File: config.mk
export PLATFORM = sky130hd
export DESIGN_NAME = cpu_cu
export DESIGN_NICKNAME = d
export VERILOG_FILES = /design/src/rtl/cpu_cu_pkg.sv /design/src/rtl/cpu_cu_status.sv /design/src/rtl/cpu_cu.sv
export SDC_FILE = /design/constraint.sdc
export NUM_CORES = 1
export LEC_CHECK = 0
export BUFFER_PORTS_ARGS = -buffer_cell sky130_fd_sc_hd__buf_2
export CORE_MARGIN = 5
export CORE_UTILIZATION = 43
export CTS_CLUSTER_DIAMETER = 120
export DETAILED_ROUTE_END_ITERATION = 10
export GPL_TIMING_DRIVEN = 0
export HOLD_SLACK_MARGIN = 0.08
export PLACE_DENSITY = 0.83
export SKIP_CTS_REPAIR_TIMING = 1
export SLEW_MARGIN = 20
export SYNTH_ARGS = -nofsm -noshare
export SYNTH_HDL_FRONTEND = slang
export SYNTH_HIERARCHICAL = 1
export SYNTH_SLANG_ARGS = --single-unit
File: constraint.sdc
create_clock -name clock -period 3.81 [get_ports clock]
set_clock_uncertainty 0.15 [all_clocks]
set_input_delay 0.762 -clock clock [delete_from_list [all_inputs] [get_ports clock]]
set_output_delay 0.762 -clock clock [all_outputs]
set_load 0.05 [all_outputs]
File: src/rtl/cpu_cu_pkg.sv
// Shared definitions for the cpu_cu control unit: FSM state encodings,
// instruction class codes, branch condition codes and ALU pass-through ops.
package cu_pkg;

    typedef enum logic [3:0] {
        ST_RESET   = 4'd0,
        ST_FETCH   = 4'd1,
        ST_DECODE  = 4'd2,
        ST_EX_ALU  = 4'd3,
        ST_EX_LD   = 4'd4,
        ST_EX_ST   = 4'd5,
        ST_EX_LDI  = 4'd6,
        ST_EX_JMP  = 4'd7,
        ST_EX_BR   = 4'd8,
        ST_HALT    = 4'd9,
        ST_ILLEGAL = 4'd10
    } state_e;

    // Instruction class, IR[15:13]
    typedef enum logic [2:0] {
        CLS_MISC = 3'd0,
        CLS_ALU  = 3'd1,
        CLS_LD   = 3'd2,
        CLS_ST   = 3'd3,
        CLS_LDI  = 3'd4,
        CLS_JMP  = 3'd5,
        CLS_BR   = 3'd6,
        CLS_RSVD = 3'd7
    } cls_e;

    // Branch condition, IR[11:9]
    typedef enum logic [2:0] {
        BR_ALWAYS = 3'd0,
        BR_Z      = 3'd1,
        BR_NZ     = 3'd2,
        BR_C      = 3'd3,
        BR_NC     = 3'd4,
        BR_N      = 3'd5,
        BR_NN     = 3'd6,
        BR_RSVD   = 3'd7
    } brc_e;

    // Misc-class sub-opcodes, IR[12:9]
    localparam logic [3:0] MISC_NOP = 4'h0;
    localparam logic [3:0] MISC_HLT = 4'h1;

    localparam logic [3:0] ALU_PASS_R = 4'h0;
    localparam logic [3:0] ALU_PASS_S = 4'h1;

    // Evaluate a branch condition against the latched status flags.
    function automatic logic br_taken(input brc_e cond, input logic fc,
                                      input logic fn, input logic fz);
        logic t;
        t = 1'b0;
        case (cond)
            BR_ALWAYS: t = 1'b1;
            BR_Z:      t = fz;
            BR_NZ:     t = ~fz;
            BR_C:      t = fc;
            BR_NC:     t = ~fc;
            BR_N:      t = fn;
            BR_NN:     t = ~fn;
            default:   t = 1'b0;
        endcase
        return t;
    endfunction

endpackage

File: src/rtl/cpu_cu_status.sv
// Status flag register (C, N, Z) for the control unit: asynchronous
// active-low clear, loads only when ld_i is high.
module cu_status_reg (
    input  logic       clk_i,
    input  logic       rst_ni,
    input  logic       ld_i,
    input  logic [2:0] d_i,
    output logic [2:0] q_o
);

    logic [2:0] flags_q;

    // Flag storage, cleared asynchronously by reset
    always_ff @(posedge clk_i or negedge rst_ni) begin
        if (!rst_ni) begin
            flags_q <= '0;
        end else if (ld_i) begin
            flags_q <= d_i;
        end
    end

    assign q_o = flags_q;

endmodule

File: src/rtl/cpu_cu.sv
// cpu_cu: fetch/decode/execute control unit driving the CPU execution unit.
// Optional build macro CU_ILLEGAL_TRAP_EN: when defined, illegal encodings
// trap into a terminal ILLEGAL state; otherwise they behave as NOP.
module cpu_cu
    import cu_pkg::*;
#(
    parameter int unsigned OPW         = 3,
    parameter int unsigned RST_PC_HOLD = 0
) (
    input  logic        clock,
    input  logic        reset,
    input  logic [15:0] IR_Out,
    input  logic        carry,
    input  logic        N,
    input  logic        Z,
    output logic        pc_inc,
    output logic        pc_ld,
    output logic        pc_sel,
    output logic        adr_sel,
    output logic        S_Sel,
    output logic        W_En,
    output logic        ir_ld,
    output logic        mw_en,
    output logic [3:0]  Alu_Op,
    output logic [2:0]  W_Adr,
    output logic [2:0]  R_Adr,
    output logic [2:0]  S_Adr,
    output logic        flag_c,
    output logic        flag_n,
    output logic        flag_z,
    output logic        halted,
    output logic        illegal,
    output logic [3:0]  state_out
);

    localparam logic [1:0] HOLD = 2'(RST_PC_HOLD);

`ifdef CU_ILLEGAL_TRAP_EN
    localparam state_e BAD_NEXT = ST_ILLEGAL;
`else
    localparam state_e BAD_NEXT = ST_FETCH;
`endif

    state_e     state_q, state_d;
    logic [1:0] hold_q, hold_d;
    logic       flag_ld;
    logic [2:0] flags_q;
    cls_e       cls;
    brc_e       brc;
    logic [3:0] sub_op;

    assign cls    = cls_e'(IR_Out[15 -: OPW]);
    assign brc    = brc_e'(IR_Out[11:9]);
    assign sub_op = IR_Out[12:9];

    // State register and reset hold counter
    always_ff @(posedge clock or negedge reset) begin
        if (!reset) begin
            state_q <= ST_RESET;
            hold_q  <= '0;
        end else begin
            state_q <= state_d;
            hold_q  <= hold_d;
        end
    end

    // Next-state and control-output decode
    always_comb begin
        state_d = state_q;
        hold_d  = '0;
        pc_inc  = 1'b0;
        pc_ld   = 1'b0;
        pc_sel  = 1'b0;
        adr_sel = 1'b0;
        S_Sel   = 1'b0;
        W_En    = 1'b0;
        ir_ld   = 1'b0;
        mw_en   = 1'b0;
        Alu_Op  = ALU_PASS_R;
        halted  = 1'b0;
        illegal = 1'b0;
        flag_ld = 1'b0;
        case (state_q)
            ST_RESET: begin
                if (hold_q == HOLD) begin
                    state_d = ST_FETCH;
                end else begin
                    hold_d = hold_q + 2'd1;
                end
            end
            ST_FETCH: begin
                ir_ld   = 1'b1;
                pc_inc  = 1'b1;
                state_d = ST_DECODE;
            end
            ST_DECODE: begin
                case (cls)
                    CLS_MISC: begin
                        if (sub_op == MISC_NOP) begin
                            state_d = ST_FETCH;
                        end else if (sub_op == MISC_HLT) begin
                            state_d = ST_HALT;
                        end else begin
                            state_d = BAD_NEXT;
                        end
                    end
                    CLS_ALU:  state_d = ST_EX_ALU;
                    CLS_LD:   state_d = ST_EX_LD;
                    CLS_ST:   state_d = ST_EX_ST;
                    CLS_LDI:  state_d = ST_EX_LDI;
                    CLS_JMP:  state_d = ST_EX_JMP;
                    CLS_BR:   state_d = ST_EX_BR;
                    default:  state_d = BAD_NEXT;
                endcase
            end
            ST_EX_ALU: begin
                Alu_Op  = IR_Out[12:9];
                W_En    = 1'b1;
                flag_ld = 1'b1;
                state_d = ST_FETCH;
            end
            ST_EX_LD: begin
                adr_sel = 1'b1;
                S_Sel   = 1'b1;
                Alu_Op  = ALU_PASS_S;
                W_En    = 1'b1;
                state_d = ST_FETCH;
            end
            ST_EX_ST: begin
                adr_sel = 1'b1;
                Alu_Op  = ALU_PASS_S;
                mw_en   = 1'b1;
                state_d = ST_FETCH;
            end
            ST_EX_LDI: begin
                S_Sel   = 1'b1;
                Alu_Op  = ALU_PASS_S;
                W_En    = 1'b1;
                pc_inc  = 1'b1;
                state_d = ST_FETCH;
            end
            ST_EX_JMP: begin
                Alu_Op  = ALU_PASS_R;
                pc_sel  = 1'b1;
                pc_ld   = 1'b1;
                state_d = ST_FETCH;
            end
            ST_EX_BR: begin
                if (brc == BR_RSVD) begin
                    state_d = BAD_NEXT;
                end else begin
                    pc_ld   = br_taken(brc, flags_q[2], flags_q[1], flags_q[0]);
                    state_d = ST_FETCH;
                end
            end
            ST_HALT: begin
                halted = 1'b1;
            end
            ST_ILLEGAL: begin
`ifdef CU_ILLEGAL_TRAP_EN
                illegal = 1'b1;
`else
                state_d = ST_FETCH;
`endif
            end
            default: state_d = ST_RESET;
        endcase
    end

    cu_status_reg u_status (
        .clk_i  (clock),
        .rst_ni (reset),
        .ld_i   (flag_ld),
        .d_i    ({carry, N, Z}),
        .q_o    (flags_q)
    );

    // Register fields pass straight through except while in RESET
    assign W_Adr  = (state_q == ST_RESET) ? '0 : IR_Out[8:6];
    assign R_Adr  = (state_q == ST_RESET) ? '0 : IR_Out[5:3];
    assign S_Adr  = (state_q == ST_RESET) ? '0 : IR_Out[2:0];

    assign flag_c    = flags_q[2];
    assign flag_n    = flags_q[1];
    assign flag_z    = flags_q[0];
    assign state_out = state_q;

endmodule

==> flow_metrics.tcl, run 1 <==
set metrics [dict create \
    worstPathArrival_ns 1.97 \
    rows 15 \
    hpwl_um 1680 \
    wire_per_inst_um 13.0 \
    syn_area_per_cell_um2 8.91 \
    required_ns 2.90 \
    synthFlopType "dfrtp_1" \
    boundaryPins 51 \
    setup_viol 0 \
    postPlaceCellArea_um2 1010 \
    die_h_um 51.7 \
    max_cap_violations 0 \
    fin_setup_tns_ns 0 \
    synth_warnings 6 \
    synth_cell_types 37 \
    cts_max_level 1 \
    finalHoldViolCount 0 \
    layout-area-overhead-vs-synth_pct 39.1 \
    grt_pass1_vias 690 \
    fin_hold_ws_ns 0.190 \
    dieArea_um2 2670 \
    fmaxAchievable_mhz 347 \
    gp_congestion 0.772 \
    insertion_delay_ns 0.26 \
    p_leak_nw 0.568 \
    netlist_top_cells_area "dfrtp_1 30%, nor2b_1 6.7%, and2_1 5.0%, nor2_1 4.5%, mux2_2 4.5%" \
    layout_commonest_cell "buf_2" \
    n_antenna_cell 0 \
    crit_fanout 10 \
    async_reset_ff_frac 1.00 \
    first_iter_violations 7 \
    start_util 0.443 \
    crit_chain "buf_6 > nor4_1 > clkbuf_1 > and2b_1 > buf_2" \
    power_mw 0.971 \
    final_area_um2 1040 \
    clk_pin_slew_ns 0.07 \
    overflow 0 \
    cts_tree "yes" \
    reg2reg_slack_ns 1.92 \
    slowest_stage "dfrtp_1" \
    die_w_um 51.7 \
    grt_usage 0.150 \
    drcViolationCount 0 \
    clk_path_buf_depth 2 \
    rsz0062_at_grt "no" \
    synth_top_area_share 0.301 \
    p_per_area_nw_per_um2 933 \
    vias 774 \
    wirelength_um 2000 \
    drive_gt1_frac 0.489 \
    drv_slew 0 \
    start_kind "register" \
    cts_inserted_buffers 3 \
    status "finished, final reports clean" \
    finalCritPeriodShare 0.757 \
    synthCells 84 \
    synth-seq-cells 9 \
    syn_nets 107 \
    antenna_found_initial 0 \
    ys_seq_area_frac 0.301 \
    end_kind "primary output" \
    layout_common_cells "49 x buf_2, 9 x nor2_1, 9 x dfrtp_1" \
    crit_type "reg2out" \
    clock-sinks 9 \
    vias_per_cell 5.03 \
    tightest_slew_ns 0.669 \
    reg2reg_from "state_out[2]" \
    nFillCells 161 \
    grt_start_max_net_pins 11 \
    worstHoldPathType "in2async" \
    core-area_um2 1690 \
    path_buf_inv 3 \
    portBuffers 49 \
    first_pass_iters 4 \
    grt_pass1_wl_um 3110 \
    vdd_drop_max_mv 0.427 \
    period_needed_ns 2.89 \
    synth_edf_count 0 \
    synth_top_area_cell "dfrtp_1" \
    fin_nets 161 \
    cts.root.buffer_cell "clkbuf_4" \
    ant_nets 0 \
    reg2reg_depth 3 \
    critPathTopFamily "buffers and inverters" \
    r2r-end "u_status/q_o[1]" \
    synthesis.area_um2 748 \
    slew_headroom 0.550 \
    cp_slowest_stage_delay_ns 0.41 \
]
flip-flops by register name, summed over array words and instances (netlist names):
| signal | flops |
|---|---|
| hold_q | 2 |
| u_status/q_o | 3 |
| state_out | 4 |
layout make-up:
type,instances,area [um^2],share of cell area
Clock buffer,4,26.3,0.0252
Inverter,4,15.0,0.0144
Tap cell,17,21.3,0.0204
Buffer,6,48.8,0.0469
Sequential cell,9,225,0.216
Timing Repair Buffer,49,245,0.236
Multi-Input combinational cell,65,459,0.441
cells by family after synthesis:
family,after synthesis,share of synthesized area
multiplexers,3,0.0451
AO/OA/AOI/OAI,14,0.142
adder cells (fa/ha/maj),2,0.0334
flip-flops,9,0.301
buffers and inverters,10,0.0853
AND/OR/NAND/NOR,44,0.376
other,1,0.00501
XOR/XNOR,1,0.0117
how the worst max path moves through the flow:
stage,start,slack [ns],depth (start not counted),to
CTS,state_out[3],0.91,5,R_Adr[2]
finish,state_out[3],0.92,5,R_Adr[2]
global route,state_out[3],0.72,5,R_Adr[2]
detailed placement,state_out[3],1.19,5,R_Adr[2]
global placement,state_out[3],1.19,5,R_Adr[2]
floorplan,state_out[3],0.79,4,pc_ld
metal layers:
metal | wire, um | global-route usage | share of wire | up-vias
li1 | - | - | - | 394
met1 | 803 | 0.186 | 0.40 | 361
met2 | 1090 | 0.267 | 0.55 | 17
met3 | 96 | 0.0201 | 0.048 | 2
met4 | 8 | 0.0437 | 0.0040 | 0
met5 | 0 | 0 | 0 | -
where the power goes:
| part | switching (mW) | internal (mW) | total, mW |
|---|---|---|---|
| clock | 0.0330 | 0.0403 | 0.0732 |
| combinational | 0.530 | 0.209 | 0.739 |
| sequential | 0.0313 | 0.127 | 0.158 |
| total | 0.594 | 0.376 | 0.971 |
Yosys cell counts (all sizes together), types with 2 or more instances:
| library cell | number |
|---|---|
| dfrtp | 9 |
| nor2 | 9 |
| nor2b | 8 |
| and2 | 6 |
| buf | 5 |
| and2b | 4 |
| inv | 4 |
| a31oi | 3 |
| mux2 | 3 |
| nor3 | 3 |
| a21oi | 2 |
| ha | 2 |
| nand2 | 2 |
| nand2b | 2 |
| o31ai | 2 |
| or4b | 2 |
metrics by stage:
| step | instances | util | setup WS (ns) |
|---|---|---|---|
| 2_1_floorplan | 84 | - | 0.793 |
| 3_3_place_gp | 150 | 0.601 | 1.19 |
| 4_1_cts | 154 | 0.616 | 0.908 |
| 5_1_grt | 154 | 0.616 | 0.721 |
| 6_report | 154 | 0.616 | 0.925 |
| 3_5_place_dp | 150 | 0.601 | 1.19 |
Note: power is estimated with default switching activity, not from simulation.
==> run 2: changes to the inputs <==
--- a/config.mk
+++ b/config.mk
@@ -7,12 +7,12 @@
 export LEC_CHECK = 0
 export BUFFER_PORTS_ARGS = -buffer_cell sky130_fd_sc_hd__buf_2
 export CORE_MARGIN = 5
-export CORE_UTILIZATION = 43
+export CORE_UTILIZATION = 36
 export CTS_CLUSTER_DIAMETER = 120
 export DETAILED_ROUTE_END_ITERATION = 10
 export GPL_TIMING_DRIVEN = 0
 export HOLD_SLACK_MARGIN = 0.08
-export PLACE_DENSITY = 0.83
+export PLACE_DENSITY = 0.74
 export SKIP_CTS_REPAIR_TIMING = 1
 export SLEW_MARGIN = 20
 export SYNTH_ARGS = -nofsm -noshare
==> constraint.sdc (replaced) <==
create_clock -name clock -period 2.4 [get_ports clock]
set_clock_uncertainty 0.15 [all_clocks]
set_input_delay 0.48 -clock clock [delete_from_list [all_inputs] [get_ports clock]]
set_output_delay 0.48 -clock clock [all_outputs]
set_load 0.05 [all_outputs]
==> flow_metrics.tcl, run 2 (same netlist as run 1, synthesis figures left out) <==
set metrics [dict create \
    period_needed_ns 2.41 \
    rsz0062_at_grt "yes" \
    layout_common_cells "42 x buf_2, 8 x nor2b_1, 8 x dfrtp_1" \
    overflow 0 \
    postPlaceCellArea_um2 1040 \
    layout_commonest_cell "buf_2" \
    wire_per_inst_um 12.5 \
    core-area_um2 1960 \
    seqPwrFrac 0.147 \
    p_per_area_nw_per_um2 1420 \
    grt_pass1_wl_um 3260 \
    combPwrFrac 0.790 \
    dieArea_um2 3090 \
    power.internal_mw 0.711 \
    drv_slew 0 \
    register_area_um2 226 \
    layout-area-overhead-vs-synth_pct 59.9 \
    fin_nets 167 \
    violations "negative setup slack" \
    preCtsSetupSlack_ns -0.0148 \
    finalHoldViolCount 0 \
    power_mw 1.70 \
    fin_util 0.610 \
    end_kind "primary output" \
    first_iter_violations 23 \
    hpwl_um 1670 \
    worstPathArrival_ns 1.78 \
    clk_path_buf_depth 2 \
    start_util 0.381 \
    cts.root.buffer_cell "clkbuf_4" \
    setup_slack_ns -0.00783 \
    cts_tree "yes" \
    rows 16 \
    vdd_drop_max_mv 0.919 \
    n_antenna_cell 0 \
    required_ns 1.77 \
    wl_met2_um 995 \
    grt_pass1_vias 760 \
    grt_start_max_net_pins 11 \
    swShare 0.582 \
    boundaryPins 51 \
    drcViolationCount 0 \
    wl_met3_um 175 \
    routed.top_layer "met4" \
    gp_congestion 0.742 \
    ant_nets 0 \
    worstHoldPathType "in2reg" \
    clkPwrFrac 0.064 \
    vias 842 \
    grt_usage 0.128 \
    nFillCells 174 \
    final_area_um2 1200 \
    fmaxAchievable_mhz 415 \
    clk_pin_slew_ns 0.06 \
    start_kind "register" \
    max_cap_violations 0 \
    wirelength_um 2120 \
    largest_register_ffs 4 \
    crit_fanout 8 \
    portBuffers 49 \
    multi_input_area_um2 505 \
    finalCritPeriodShare 1.00 \
    insertion_delay_ns 0.25 \
    drive_gt1_frac 0.594 \
    cts_max_level 1 \
    status "complete, but fails checks" \
    p_switching_mw 0.992 \
    die_w_um 55.6 \
    wl_met1_um 920 \
    clock-sinks 9 \
    die_h_um 55.6 \
    vias_per_cell 4.95 \
    p_leak_nw 0.614 \
    reg2reg_slack_ns 0.70 \
    crit_type "reg2out" \
    setup_viol 1 \
    first_pass_iters 4 \
    cts_inserted_buffers 3 \
    antenna_found_initial 0 \
]
[run 2: cell count changes in the layout (fill, tap and decap cells not counted), moves of 3 or more]
| cell | change |
|---|---|
| and2_2 | +3 |
| and2_1 | -3 |
| buf_2 | -7 |
| clkbuf_4 | +3 |
| buf_6 | +4 |
| buf_4 | +4 |
[run 2: path summary, 6_finish.rpt]
check	depth (start not counted)	end	start
max	5	pc_ld	state_out[0]
max in group asynchronous	2	state_out[0]	reset
min	2	u_status/q_o[0]	Z
min in group asynchronous	2	state_out[1]	reset
max reg2reg	3	state_out[0]	state_out[2]
min reg2reg	1	u_status/q_o[0]	u_status/q_o[0]
[run 2: layout make-up]
type | instances | share of cell area
buffer | 6 | 0.0471
clock buffer | 4 | 0.0220
inverter | 4 | 0.0126
multi-input combinational | 65 | 0.423
sequential | 9 | 0.189
tap | 27 | 0.0282
timing repair buffer | 55 | 0.278
[run 2: power by group through the flow]
stage	Clock [mW]	Sequential, mW	Combinational, mW
6_report	0.109	0.250	1.35
5_1_grt	0.128	0.256	1.42
4_1_cts	0.115	0.252	1.20
3_5_place_dp	0	0.253	1.20
3_3_place_gp	0	0.251	1.18
2_1_floorplan	0	0.417	0.784
[run 2: critical path, cell delays in order, from the launching register on]
cell	delay (ns)
dfrtp_2	0.41
buf_6	0.14
or4b_4	0.50
a31oi_1	0.15
a31o_2	0.19
buf_8	0.14
[run 2: metal layers]
metal	up-vias	track usage
met5	-	0
met4	0	0.0521
met3	4	0.0394
met2	37	0.196
met1	393	0.167
li1	408	-
[run 2: stage by stage]
step	hold slack, ns	std cells	setup TNS [ns]
after global placement	0.184	160	0
after global routing	0.300	170	-0.106
after floorplan	0.0344	84	-0.767
after CTS	-0.0860	164	-2.54
after detailed placement	0.185	160	-0.0210
final	0.316	170	-0.00783
==> run 3: changes to the inputs <==
--- a/config.mk
+++ b/config.mk
@@ -6,7 +6,6 @@
 export NUM_CORES = 1
 export LEC_CHECK = 0
 export BUFFER_PORTS_ARGS = -buffer_cell sky130_fd_sc_hd__buf_2
-export CORE_MARGIN = 5
 export CORE_UTILIZATION = 36
 export CTS_CLUSTER_DIAMETER = 120
 export DETAILED_ROUTE_END_ITERATION = 10
==> flow_metrics.tcl, run 3 (same netlist as run 1, synthesis figures left out) <==
set metrics [dict create \
    required_ns 1.77 \
    cts_tree "yes" \
    wirelength_um 2070 \
    grt_start_max_net_pins 11 \
    max_cap_violations 0 \
    wire_per_inst_um 12.0 \
    n_antenna_cell 0 \
    finalHoldViolCount 0 \
    crit_fanout 5 \
    layout_common_cells "47 x buf_2, 8 x buf_4, 8 x nor2b_1, 8 x dfrtp_1, 7 x nor2_1" \
    grt_pass1_vias 631 \
    drive_gt1_frac 0.593 \
    drcViolationCount 0 \
    core-area_um2 1960 \
    first_pass_iters 4 \
    layout-area-overhead-vs-synth_pct 59.2 \
    clk_path_buf_depth 2 \
    vias_per_cell 4.86 \
    p_leak_nw 0.623 \
    ant_nets 0 \
    vias 836 \
    setup_viol 1 \
    status "complete, but fails checks" \
    start_util 0.381 \
    hpwl_um 1470 \
    die_w_um 47.6 \
    portBuffers 49 \
    antenna_found_initial 0 \
    grt_pass1_wl_um 2510 \
    rows 16 \
    crit_type "reg2out" \
    vdd_drop_max_mv 0.820 \
    setup_slack_ns -0.0315 \
    overflow 0 \
    first_iter_violations 5 \
    drv_slew 0 \
    cts_max_level 1 \
    cts.root.buffer_cell "clkbuf_4" \
    grt_usage 0.158 \
    rsz0062_at_grt "yes" \
    die_h_um 47.6 \
    largest_register_ffs 4 \
    end_kind "primary output" \
    violations "negative setup slack" \
    gp_congestion 0.847 \
    worstHoldPathType "in2reg" \
    clk_pin_slew_ns 0.06 \
    finalCritPeriodShare 1.01 \
    cts_inserted_buffers 3 \
    period_needed_ns 2.43 \
    clock-sinks 9 \
    dieArea_um2 2260 \
    p_per_area_nw_per_um2 1440 \
    worstPathArrival_ns 1.80 \
    preCtsSetupSlack_ns -0.0520 \
    fin_util 0.607 \
    fmaxAchievable_mhz 411 \
    power_mw 1.72 \
    boundaryPins 51 \
    fin_nets 169 \
    insertion_delay_ns 0.25 \
    start_kind "register" \
    layout_commonest_cell "buf_2" \
]
-- run 3: per-layer routing --
metal | up-vias | track usage | wire length, um
li1 | 415 | - | -
met1 | 387 | 0.200 | 927
met2 | 32 | 0.258 | 1000
met3 | 2 | 0.0151 | 124
met4 | 0 | 0.100 | 14
met5 | - | 0 | 0
-- run 3: cell type report --
type | count | area [um^2]
flip-flops and latches | 9 | 226
repair buffers | 57 | 328
fillers | 207 | 771
clock buffers | 4 | 26.3
inverters | 4 | 15.0
multi-input cells | 65 | 502
well taps | 27 | 33.8
plain buffers | 6 | 60.1
-- run 3: report_power, final --
group / internal (mW) / switching, mW
registers: 0.203 / 0.0594
logic: 0.450 / 0.893
clock network: 0.0639 / 0.0499
total: 0.717 / 1.00
-- run 3: metrics by stage --
step	setup TNS, ns	area, um^2	cells	hold WS, ns
2_1_floorplan	-0.767	764	84	0.0344
3_3_place_gp	-0.0245	1040	160	0.186
3_5_place_dp	-0.0943	1040	160	0.193
4_1_cts	-2.91	1070	164	-0.0933
5_1_grt	-0.184	1190	172	0.300
6_report	-0.0315	1190	172	0.309
-- run 3: critical path, stage by stage, from the launching register on --
cell	delay [ns]
dfrtp_2	0.45
buf_6	0.15
or4b_1	0.47
a31oi_1	0.15
a31o_2	0.19
buf_8	0.14
-- run 3: final timing paths --
path / startpoint / endpoint / slack [ns] / cells after the start
max: state_out[0] / pc_ld / -0.03 / 5
min: Z / u_status/q_o[0] / 0.31 / 2
max reg2reg: state_out[0] / state_out[0] / 0.63 / 4
min reg2reg: u_status/q_o[2] / u_status/q_o[2] / 0.41 / 1
max in group asynchronous: reset / state_out[0] / 1.45 / 2
min in group asynchronous: reset / state_out[3] / 0.45 / 2
